--- src/rtl/udp_rx_parser.sv ---
// UDP receive parser: filters Ethernet/IPv4/UDP frames addressed to this node,
// strips the 42-byte header, realigns payload to byte 0 and trims padding.
module udp_rx_parser #(
  parameter int DATA_WIDTH = 512,
  parameter int KEEP_WIDTH = DATA_WIDTH / 8,
  parameter int HDR_BYTES  = 42
) (
  input  logic                  rx_axis_aclk,
  input  logic                  rx_axis_aresetn,
  input  logic [DATA_WIDTH-1:0] cmac_rx_axis_tdata,
  input  logic [KEEP_WIDTH-1:0] cmac_rx_axis_tkeep,
  input  logic                  cmac_rx_axis_tvalid,
  input  logic                  cmac_rx_axis_tlast,
  input  logic [1:0]            cmac_rx_axis_tuser,
  output logic                  cmac_rx_axis_tready,
  output logic [DATA_WIDTH-1:0] udp_rx_axis_tdata,
  output logic [KEEP_WIDTH-1:0] udp_rx_axis_tkeep,
  output logic                  udp_rx_axis_tvalid,
  output logic                  udp_rx_axis_tlast,
  output logic [1:0]            udp_rx_axis_tuser,
  input  logic                  udp_rx_axis_tready,
  input  logic [47:0]           my_config_macAddr,
  input  logic [31:0]           my_config_ipAddr,
  input  logic [15:0]           my_config_udpPort,
  output logic [47:0]           meta_srcMac,
  output logic [31:0]           meta_srcIp,
  output logic [15:0]           meta_srcPort,
  output logic [15:0]           meta_payloadLen,
  output logic [31:0]           stat_rx_pkts,
  output logic [31:0]           stat_rx_drops
);
  localparam int CARRY_BYTES = KEEP_WIDTH - HDR_BYTES;
  localparam int CARRY_BITS  = CARRY_BYTES * 8;
  localparam int HDR_BITS    = HDR_BYTES * 8;

  typedef enum logic [1:0] {IDLE, PASS, FLUSH, DRAIN} state_t;
  state_t state_q, state_d;

  logic [CARRY_BITS-1:0] carry_q, carry_d;
  logic [15:0]           rem_q, rem_d;
  logic [6:0]            flush_cnt_q, flush_cnt_d;
  logic                  flush_err_q, flush_err_d;
  logic [DATA_WIDTH-1:0] out_data_q, out_data_d;
  logic [KEEP_WIDTH-1:0] out_keep_q, out_keep_d;
  logic                  out_valid_q, out_valid_d, out_last_q, out_last_d, out_load;
  logic [1:0]            out_user_q, out_user_d;
  logic [47:0]           smac_q, smac_d;
  logic [31:0]           sip_q, sip_d, pkts_q, pkts_d, drops_q, drops_d;
  logic [15:0]           sport_q, sport_d, plen_q, plen_d;

  logic [7:0]  hb [HDR_BYTES];
  logic [47:0] h_dmac, h_smac;
  logic [31:0] h_sip, h_dip;
  logic [15:0] h_etype, h_frag, h_sport, h_dport, h_ulen, h_plen;
  logic [6:0]  in_cnt, avail, nbytes;
  logic        hdr_ok, out_ready, in_ready, in_fire;

  function automatic logic [6:0] min_len(input logic [6:0] a, input logic [15:0] rem);
    return (rem < 16'(a)) ? rem[6:0] : a;
  endfunction

  function automatic logic [KEEP_WIDTH-1:0] keep_mask(input logic [6:0] n);
    logic [KEEP_WIDTH-1:0] m;
    for (int unsigned i = 0; i < KEEP_WIDTH; i++) m[i] = (i < 32'(n));
    return m;
  endfunction

  function automatic logic [31:0] sat_inc(input logic [31:0] v);
    return (v == '1) ? v : v + 32'd1;
  endfunction

  always_comb begin
    for (int unsigned i = 0; i < HDR_BYTES; i++) hb[i] = cmac_rx_axis_tdata[8*i +: 8];
    in_cnt = '0;
    for (int unsigned i = 0; i < KEEP_WIDTH; i++) in_cnt = in_cnt + 7'(cmac_rx_axis_tkeep[i]);
  end

  assign h_dmac  = {hb[0], hb[1], hb[2], hb[3], hb[4], hb[5]};
  assign h_smac  = {hb[6], hb[7], hb[8], hb[9], hb[10], hb[11]};
  assign h_etype = {hb[12], hb[13]};
  assign h_frag  = {hb[20], hb[21]};
  assign h_sip   = {hb[26], hb[27], hb[28], hb[29]};
  assign h_dip   = {hb[30], hb[31], hb[32], hb[33]};
  assign h_sport = {hb[34], hb[35]};
  assign h_dport = {hb[36], hb[37]};
  assign h_ulen  = {hb[38], hb[39]};
  assign h_plen  = h_ulen - 16'd8;

  // DF (bit 14) is deliberately ignored; only MF and the offset reject.
  assign hdr_ok = ((h_dmac == my_config_macAddr) || (h_dmac == '1)) &&
                  (h_etype == 16'h0800) && (hb[14] == 8'h45) &&
                  !h_frag[13] && (h_frag[12:0] == '0) && (hb[23] == 8'd17) &&
                  (h_dip == my_config_ipAddr) && (h_dport == my_config_udpPort) &&
                  (h_ulen >= 16'd9) && (in_cnt >= 7'(HDR_BYTES));

  assign out_ready = !out_valid_q || udp_rx_axis_tready;
  assign in_ready  = (state_q == DRAIN) || ((state_q != FLUSH) && out_ready);
  assign in_fire   = cmac_rx_axis_tvalid && in_ready;

  always_comb begin
    state_d = state_q;      carry_d = carry_q;         rem_d = rem_q;
    flush_cnt_d = flush_cnt_q;  flush_err_d = flush_err_q;
    smac_d = smac_q;  sip_d = sip_q;  sport_d = sport_q;  plen_d = plen_q;
    pkts_d = pkts_q;  drops_d = drops_q;
    out_load = 1'b0;  out_data_d = out_data_q;  out_keep_d = out_keep_q;
    out_last_d = out_last_q;  out_user_d = out_user_q;
    avail = '0;  nbytes = '0;
    unique case (state_q)
      IDLE: if (in_fire) begin
        if (hdr_ok) begin
          smac_d = h_smac;  sip_d = h_sip;  sport_d = h_sport;  plen_d = h_plen;
          pkts_d = sat_inc(pkts_q);
          rem_d = h_plen;
          carry_d = cmac_rx_axis_tdata[DATA_WIDTH-1 -: CARRY_BITS];
          if (cmac_rx_axis_tlast) begin
            avail = in_cnt - 7'(HDR_BYTES);
            nbytes = min_len(avail, h_plen);
            rem_d = h_plen - 16'(nbytes);
            out_load = 1'b1;
            out_data_d = {{HDR_BITS{1'b0}}, cmac_rx_axis_tdata[DATA_WIDTH-1 -: CARRY_BITS]};
            out_keep_d = keep_mask(nbytes);
            out_last_d = 1'b1;
            out_user_d = {rem_d != '0, cmac_rx_axis_tuser[0]};
          end else begin
            state_d = PASS;
          end
        end else begin
          drops_d = sat_inc(drops_q);
          if (!cmac_rx_axis_tlast) state_d = DRAIN;
        end
      end
      PASS: if (in_fire) begin
        // Carried bytes fill output 0..21, current bytes 0..41 fill 22..63.
        if (cmac_rx_axis_tlast)
          avail = 7'(CARRY_BYTES) + ((in_cnt > 7'(HDR_BYTES)) ? 7'(HDR_BYTES) : in_cnt);
        else
          avail = 7'(KEEP_WIDTH);
        nbytes = min_len(avail, rem_q);
        rem_d = rem_q - 16'(nbytes);
        carry_d = cmac_rx_axis_tdata[DATA_WIDTH-1 -: CARRY_BITS];
        out_load = 1'b1;
        out_data_d = {cmac_rx_axis_tdata[HDR_BITS-1:0], carry_q};
        out_keep_d = keep_mask(nbytes);
        out_last_d = 1'b0;
        out_user_d = '0;
        if (rem_d == '0) begin
          out_last_d = 1'b1;
          out_user_d = {1'b0, cmac_rx_axis_tlast & cmac_rx_axis_tuser[0]};
          state_d = cmac_rx_axis_tlast ? IDLE : DRAIN;
        end else if (cmac_rx_axis_tlast) begin
          if (in_cnt > 7'(HDR_BYTES)) begin
            flush_cnt_d = in_cnt - 7'(HDR_BYTES);
            flush_err_d = cmac_rx_axis_tuser[0];
            state_d = FLUSH;
          end else begin
            out_last_d = 1'b1;
            out_user_d = {1'b1, cmac_rx_axis_tuser[0]};
            state_d = IDLE;
          end
        end
      end
      FLUSH: if (out_ready) begin
        nbytes = min_len(flush_cnt_q, rem_q);
        rem_d = rem_q - 16'(nbytes);
        out_load = 1'b1;
        out_data_d = {{HDR_BITS{1'b0}}, carry_q};
        out_keep_d = keep_mask(nbytes);
        out_last_d = 1'b1;
        out_user_d = {rem_d != '0, flush_err_q};
        state_d = IDLE;
      end
      DRAIN: if (in_fire && cmac_rx_axis_tlast) state_d = IDLE;
      default: state_d = IDLE;
    endcase
    out_valid_d = out_load || (out_valid_q && !udp_rx_axis_tready);
  end

  always_ff @(posedge rx_axis_aclk or negedge rx_axis_aresetn) begin
    if (!rx_axis_aresetn) begin
      state_q <= IDLE;  carry_q <= '0;  rem_q <= '0;
      flush_cnt_q <= '0;  flush_err_q <= 1'b0;
      out_valid_q <= 1'b0;  out_data_q <= '0;  out_keep_q <= '0;
      out_last_q <= 1'b0;  out_user_q <= '0;
      smac_q <= '0;  sip_q <= '0;  sport_q <= '0;  plen_q <= '0;
      pkts_q <= '0;  drops_q <= '0;
    end else begin
      state_q <= state_d;  carry_q <= carry_d;  rem_q <= rem_d;
      flush_cnt_q <= flush_cnt_d;  flush_err_q <= flush_err_d;
      out_valid_q <= out_valid_d;  out_data_q <= out_data_d;  out_keep_q <= out_keep_d;
      out_last_q <= out_last_d;  out_user_q <= out_user_d;
      smac_q <= smac_d;  sip_q <= sip_d;  sport_q <= sport_d;  plen_q <= plen_d;
      pkts_q <= pkts_d;  drops_q <= drops_d;
    end
  end

  assign cmac_rx_axis_tready = in_ready;
  assign udp_rx_axis_tdata   = out_data_q;
  assign udp_rx_axis_tkeep   = out_keep_q;
  assign udp_rx_axis_tvalid  = out_valid_q;
  assign udp_rx_axis_tlast   = out_last_q;
  assign udp_rx_axis_tuser   = out_user_q;
  assign meta_srcMac         = smac_q;
  assign meta_srcIp          = sip_q;
  assign meta_srcPort        = sport_q;
  assign meta_payloadLen     = plen_q;
  assign stat_rx_pkts        = pkts_q;
  assign stat_rx_drops       = drops_q;
endmodule
--- config.mk ---
export PLATFORM = sky130hd
export DESIGN_NAME = udp_rx_parser
export DESIGN_NICKNAME = d
export VERILOG_FILES = /design/src/rtl/udp_rx_parser.sv
export SDC_FILE = /design/constraint.sdc
export NUM_CORES = 2
export LEC_CHECK = 0
export CORE_AREA = 2 2 566 568
export DETAILED_ROUTE_END_ITERATION = 6
export DIE_AREA = 0 0 568 570
export PLACE_DENSITY_LB_ADDON = 0.1
export SYNTH_ARGS = -nofsm -noshare
export SYNTH_HDL_FRONTEND = slang
export SYNTH_SLANG_ARGS = --single-unit
--- constraint.sdc ---
create_clock -name rx_axis_aclk -period 7.52 [get_ports rx_axis_aclk]
set_input_delay 1.128 -clock rx_axis_aclk [delete_from_list [all_inputs] [get_ports rx_axis_aclk]]
set_output_delay 1.128 -clock rx_axis_aclk [all_outputs]
set_load 0.05 [all_outputs]
# After elaboration in Yosys (flattened, before gate mapping)
# Cells that the tools add are included.
[totals]
wordCells = 411
register_bits = 958
output_inout_bits = 757
in_bits = 679
[op_classes]
n_addsub = 71
magnitude_cmp = 198
eq_ne = 21
bitwise = 5
n_mux = 65
n_reduce_logical = 35
[op_table]
columns = ["operator", "n"]
rows = [
  ["$mux W512", 5],
  ["$pmux W512 S3", 1],
  ["$lt A6 B7 Y1 const A", 96],
  ["$mux W176", 3],
  ["$add A7 B1 Y7", 57],
  ["$pmux W176 S2", 1],
  ["$lt A5 B7 Y1 const A", 48],
  ["$mux W64", 5],
  ["$pmux W64 S3", 1],
  ["$lt A4 B7 Y1 const A", 24],
  ["$lt A3 B7 Y1 const A", 12],
  ["$mux W16", 5],
  ["$add A32 B1 Y32 const B", 2],
  ["$eq A32 B32 Y1 const B", 2],
  ["$mux W7", 7],
  ["$eq A48 B48 Y1", 1],
  ["$eq A48 B48 Y1 const B", 1],
  ["$lt A16 B7 Y1", 3],
  ["$pmux W16 S3", 1],
  ["$sub A16 B7 Y16", 3],
  ["$lt A1 B7 Y1 const A", 6],
  ["$lt A2 B7 Y1 const A", 6],
  ["$mux W2", 19],
  ["$eq A32 B32 Y1", 1],
  ["other kinds (40)", 85],
]

# Longest topological paths before layout
[logic_depth]
word_depth = 76
mapped_depth = 48
ltp_nobuf = 45

# Least setup slack after synthesis
# OpenSTA, ideal clock, no wires.
[synth_timing]
kind = "input to register"
start = "in cmac_rx_axis_tkeep[35]"
end = "reg flush_cnt_q[0]"
cell_stages = 45
path_buffers = 2
setup_slack_ns = -4.992
t_arrival_ns = 12.387
path_cell_list = "inv_1 -> fa_1 -> inv_1 -> fa_1 -> fa_1 -> inv_1 -> fa_1 -> inv_1 -> fa_1 -> fa_1 -> fa_1 -> inv_1 -> fa_1 -> fa_1 -> xnor2_2 -> inv_2 -> ha_1 -> or4_4 -> (+9 left out) -> nand2_2 -> buf_6 -> buf_4 -> a21oi_1 -> inv_1 -> ha_1 -> inv_1 -> ha_1 -> nand2b_1 -> o32a_1 -> nand2_1 -> a32oi_1 -> nand2_1 -> mux2i_1 -> a2111oi_4 -> a41oi_4 -> nand4_4 -> mux2_4"
[synth_between]
elab_chain_len = 41
[synth_rtl]
columns = ["element", "line", "source"]
rows = [
  ["start, declared", "11", "input logic [KEEP_WIDTH-1:0] cmac_rx_axis_tkeep,"],
  ["$add A7 B1 Y7 (*) (29 in series)", "75", "for (int unsigned i = 0; i < KEEP_WIDTH; i++) in_cnt = in_cnt + 7'(cmac_rx_axis_tkeep[i]);"],
  ["$gt A7 B6 Y1", "135, 151", ""],
  ["$mux W7", "135", "avail = 7'(CARRY_BYTES) + ((in_cnt > 7'(HDR_BYTES)) ? 7'(HDR_BYTES) : in_cnt);"],
  ["$add A5 B7 Y7", "135", ""],
  ["$mux W7", "134", "if (cmac_rx_axis_tlast)"],
  ["$mux W7", "132", "PASS: if (in_fire) begin"],
  ["$mux W7", "108", "unique case (state_q)"],
  ["$lt A16 B7 Y1", "59", "return (rem < 16'(a)) ? rem[6:0] : a;"],
  ["$mux W7", "59", ""],
  ["$sub A16 B7 Y16", "139", "rem_d = rem_q - 16'(nbytes);"],
  ["$logic_not A16 Y1", "146", "if (rem_d == '0) begin"],
  ["$not A1 Y1 (no source line)", "n/a", ""],
  ["$reduce_and A5 Y1 (no source line)", "n/a", ""],
  ["end signal, assigned", "188", "flush_cnt_q <= flush_cnt_d; flush_err_q <= flush_err_d;"],
  ["end, declared", "41", "logic [6:0] flush_cnt_q, flush_cnt_d;"],
]
# Every way passes the cells marked *; elsewhere a longest branch is shown, timed or not. The select of a mux whose other input is x is not followed.
# A chain may end at the register's enable or synchronous reset.

# Worst setup path after layout
[layout_timing]
start = "in cmac_rx_axis_tkeep[39]"
end = "reg flush_cnt_q[0]"
[layout_between]
elab_chain_len = 37
[layout_rtl]
columns = ["element", "line"]
rows = [
  ["$add A7 B1 Y7 (*) (25 in series)", "75"],
  ["$gt A7 B6 Y1", "135, 151"],
  ["$mux W7", "135"],
  ["$add A5 B7 Y7", "135"],
  ["$mux W7", "134"],
  ["$mux W7", "132"],
  ["$mux W7", "108"],
  ["$lt A16 B7 Y1", "59"],
  ["$mux W7", "59"],
  ["$sub A16 B7 Y16", "139"],
  ["$logic_not A16 Y1", "146"],
  ["$not A1 Y1 (no source line)", "n/a"],
  ["$reduce_and A5 Y1 (no source line)", "n/a"],
]
# Marked as above.

==> results.txt <==
Among the stages of the critical path, the cell type that occurs most often is sky130_fd_sc_hd__inv_2. The run gives 5511 as the net count after synthesis. The critical path required time came out at 8.18 ns. Starting utilization of the core area: 0.147. The logic depth of the worst register-to-register path was 22.

The first global-routing pass estimated 412 mm of wire. Clock-pin slew was measured on the worst setup and hold paths at 0.06 ns. In the final routed layout, each cell accounts on average for 28.4 microns.

The final wirelength is 308 mm, and the portion of synthesized cell area occupied by the leading cell type is 0.515. Entering global routing, the biggest net connects 116 pins. At the worst endpoint, the arrival time is 11.74 ns. The headroom to the max-slew limit came out at 0.145. The first routing iteration left 2582 violations. The run gives 10841 as the filler-free cell count of the finished design. Summed over all layers, the global routing overflow is 0. The number of H-tree levels came out at 4. In the final layout, flip-flops and latches occupy 24000 sq um. Before antenna repair, the detailed router went through 6 iterations. Summing over every cut layer, the via total after detailed routing is 44195.

The final critical-path required period works out to 11.08 ns. The overall die area was 324000 sq um. The checks that failed: negative setup slack. The startpoint-to-endpoint class of the critical path was in -> reg. The routed design uses 27.8 mm of met3 wire. The most frequent cell after synthesis was sky130_fd_sc_hd__dfrtp_1.

The final layout net count was 7340; the detailed-route DRC error count was 0. The run gives 90.2 MHz as the achievable clock frequency. The worst hold slack across all endpoints came out at 0.304 ns.

The tools report the total half-perimeter wirelength after legalization and detailed placement as 244 mm. The share of flip-flops with an asynchronous set or reset works out to 1.00. The run gives 71 as the initial antenna violation count. The worst setup path is captured at a flip-flop. Summed over all nets, wire length on met2 after detailed routing comes to 150 mm. Launch instance of the worst register-to-register path: rem_q[11]. The share of post-route cells with drive strength above 1 is 0.236. The die is 568 microns wide. TritonCTS built the clock tree. Count of unique library cells instantiated by Yosys: 109. The total routing resource utilization after global routing was 0.183; the total standard cell area after synthesis was 46500 sq um.

The standard cell core area came out at 317000 sq um. In the post-synthesis netlist, the biggest area contributors are sky130_fd_sc_hd__dfrtp_1 51%, sky130_fd_sc_hd__mux2_2 6.8%, sky130_fd_sc_hd__nand2_1 6.6%, sky130_fd_sc_hd__nor2_1 4.5%, sky130_fd_sc_hd__nand3_1 4.1%. For this run, the leading register cell type out of synthesis is sky130_fd_sc_hd__dfrtp_1. The number of hold violations in the final report was 0. The library cell occupying the most area in the post-synthesis netlist was sky130_fd_sc_hd__dfrtp_1. The count of synthesis-stage warnings from yosys was 0; the filler cell count in the final layout was 33853.

The detailed router put a total of 120 mm of wire on met1. In this run the core area contains 207 standard-cell rows. The final count of pins violating max slew is 0, and the number of top-level pins is 1436. The synthesized design contains 958 register bits. On the worst path, the slowest cell contributes a delay of 0.59 ns. Buffers inserted to repair hold after CTS numbered 0. The later pin in the worst-skew pair is clocked with a latency of 0.80 ns. In this run the critical register-to-register path is captured at udp_rx_axis_tuser[1]. Counting flops with a built-in enable in the synthesized netlist gives 0. The number of instances in the placed design is 10511. The run finished, with violations left. For the final database, setup skew stands at 0.0430 ns. The area growth from synthesis to layout is 69.0%. The number of buffers on the longest clock path was 4. Dividing the detail-routed via count by the number of cells gives 4.08.

The tightest min-delay check is of the in -> async type. The capturing element of the worst setup path was flush_cnt_q[0]. Clock tree synthesis selected as its root buffer the cell sky130_fd_sc_hd__clkbuf_16.

Buffers placed on the I/O ports in this run total 1434. The cell with the largest stage delay on the worst path is sky130_fd_sc_hd__fa_2. Setup repair after global routing could not meet its margin everywhere. Counting instances in the post-synthesis netlist gives the leading cell types as 958 x sky130_fd_sc_hd__dfrtp_1, 821 x sky130_fd_sc_hd__nand2_1, 552 x sky130_fd_sc_hd__nor2_1, 381 x sky130_fd_sc_hd__nand3_1, 282 x sky130_fd_sc_hd__mux2_2. In this run the worst path has a maximum fanout of 4. Routed signal wires occupy layers up through met5. The number of global-route vias before repair is 46092. For the pin with the worst max-slew slack, the measured transition is 1.28 ns. The portion of the clock cycle consumed by the worst path in the final layout is 1.47, and the total CTS buffers is 145.

After technology mapping, the gate count stands at 4716. The tools report the remaining antenna violation count after routing as 0. Routability-driven placement finished with a final weighted congestion of 0.848. The die span in y is 570 microns. The tools report the number of sinks on the clock net as 958. The worst setup path is launched from a primary input.

The final setup slack of the worst path is -3.56 ns, and the max-cap check violation count is 0. Setup violations remaining at the end of the flow were counted as 958. In this run the worst setup path begins at cmac_rx_axis_tkeep[39]. The worst register-to-register path has a setup slack of 0.62 ns.

The tools report the footprint of the multi-input gates as 24500 sq um. Average cell area after synthesis: 9.87 sq um. The run gives 0.515 as the proportion of synthesized chip area in sequential cells.
==> worst min path at each step <==
| stage | startpoint | endpoint | slack (ns) | cells after the start |
|---|---|---|---|---|
| 2_1_floorplan | carry_q[152] | carry_q[152] | 0.48 | 1 |
| 3_3_place_gp | udp_rx_axis_tdata[261] | udp_rx_axis_tdata[261] | 0.45 | 2 |
| 3_5_place_dp | udp_rx_axis_tdata[271] | udp_rx_axis_tdata[271] | 0.45 | 2 |
| 4_1_cts | rx_axis_aresetn | udp_rx_axis_tdata[418] | 0.29 | 1 |
| 5_1_grt | rx_axis_aresetn | meta_srcPort[4] | 0.30 | 1 |
| 6_report | rx_axis_aresetn | meta_srcPort[4] | 0.30 | 1 |
==> metal layers <==
metal	GRT usage	vias to the layer above
met3	0.0716	348
met5	0	-
li1	-	20063
met4	0.0475	66
met1	0.210	22333
met2	0.315	1385
==> sequential cells by signal (all words and copies together), names as in the netlist <==
name	count
carry_q	176
flush_cnt_q	7
flush_err_q	1
meta_payloadLen	16
meta_srcIp	32
meta_srcMac	48
meta_srcPort	16
rem_q	16
stat_rx_drops	32
stat_rx_pkts	32
state_q	2
udp_rx_axis_tdata	512
udp_rx_axis_tkeep	64
udp_rx_axis_tlast	1
udp_rx_axis_tuser	2
udp_rx_axis_tvalid	1
==> logic make-up after synthesis <==
group / synth area share
adder cells (fa/ha/maj): 0.0406
flip-flops: 0.515
buffers and inverters: 0.0381
XOR/XNOR: 0.0391
multiplexers: 0.0756
AO/OA/AOI/OAI: 0.105
AND/OR/NAND/NOR: 0.186
==> cell usage in the layout (no fill, tap or decap), drive strengths merged, types with 13 or more instances in the layout <==
cell and n:
mux2i 30, nand4 39, buf 547, a221oi 186
nand3 381, dlygate4sd2 19, nor2b 15, a21o 25
inv 168, nand2b 17, dfrtp 958, o211ai 13
diode 20, clkdlybuf4s50 1400, xnor2 114, a211oi 20
nor3 52, nand2 823, nor2 554, a22oi 13
and2 13, a31oi 29, fa 56, mux2 285
o22ai 30, ha 60, clkbuf 204, nor4 39
xor2 91, clkinv 24, and3 22, o21ai 118
a21oi 114
==> final cells by class <==
class                           count  share of cell area
Antenna cell                       20            0.000636
Clock buffer                      201              0.0526
Clock inverter                     42             0.00755
Inverter                          163             0.00813
Multi-Input combinational cell   3303               0.311
Sequential cell                   958               0.305
Tap cell                         4180              0.0665
Timing Repair Buffer             1974               0.249
==> timing repair <==
| action | CTS | global route |
|---|---|---|
| resized for setup | 286 | 213 |
| endpoints found under the setup margin | 958 | 958 |
| cloned | 1 | 2 |
| setup buffers | 43 | 36 |
| pin swaps | 122 | 139 |
==> per-stage QoR <==
stage / setup TNS, ns / setup slack [ns] / instance area, sq um / util
floorplan: -1004.41 / -4.26 / 49300 / -
global placement: -2334.18 / -4.97 / 71400 / 0.225
detailed placement: -2321.02 / -5.09 / 71400 / 0.225
CTS: -1022.58 / -3.67 / 77400 / 0.244
global route: -1209.71 / -3.90 / 78600 / 0.248
finish: -1026.20 / -3.56 / 78700 / 0.248
==> worst max-delay path, delay by kind of cell <==
kind                     cells  cell delay (ns)
AND/OR/NAND/NOR              9             1.69
multiplexers                 2             0.51
AO/OA/AOI/OAI                9             2.09
XOR/XNOR                     1             0.19
buffers and inverters       12             0.88
adder cells (fa/ha/maj)     14             5.24
Power is left out: the tool's default activity adds up to more than one toggle a clock period on the data nets, which glitch-free logic cannot reach.
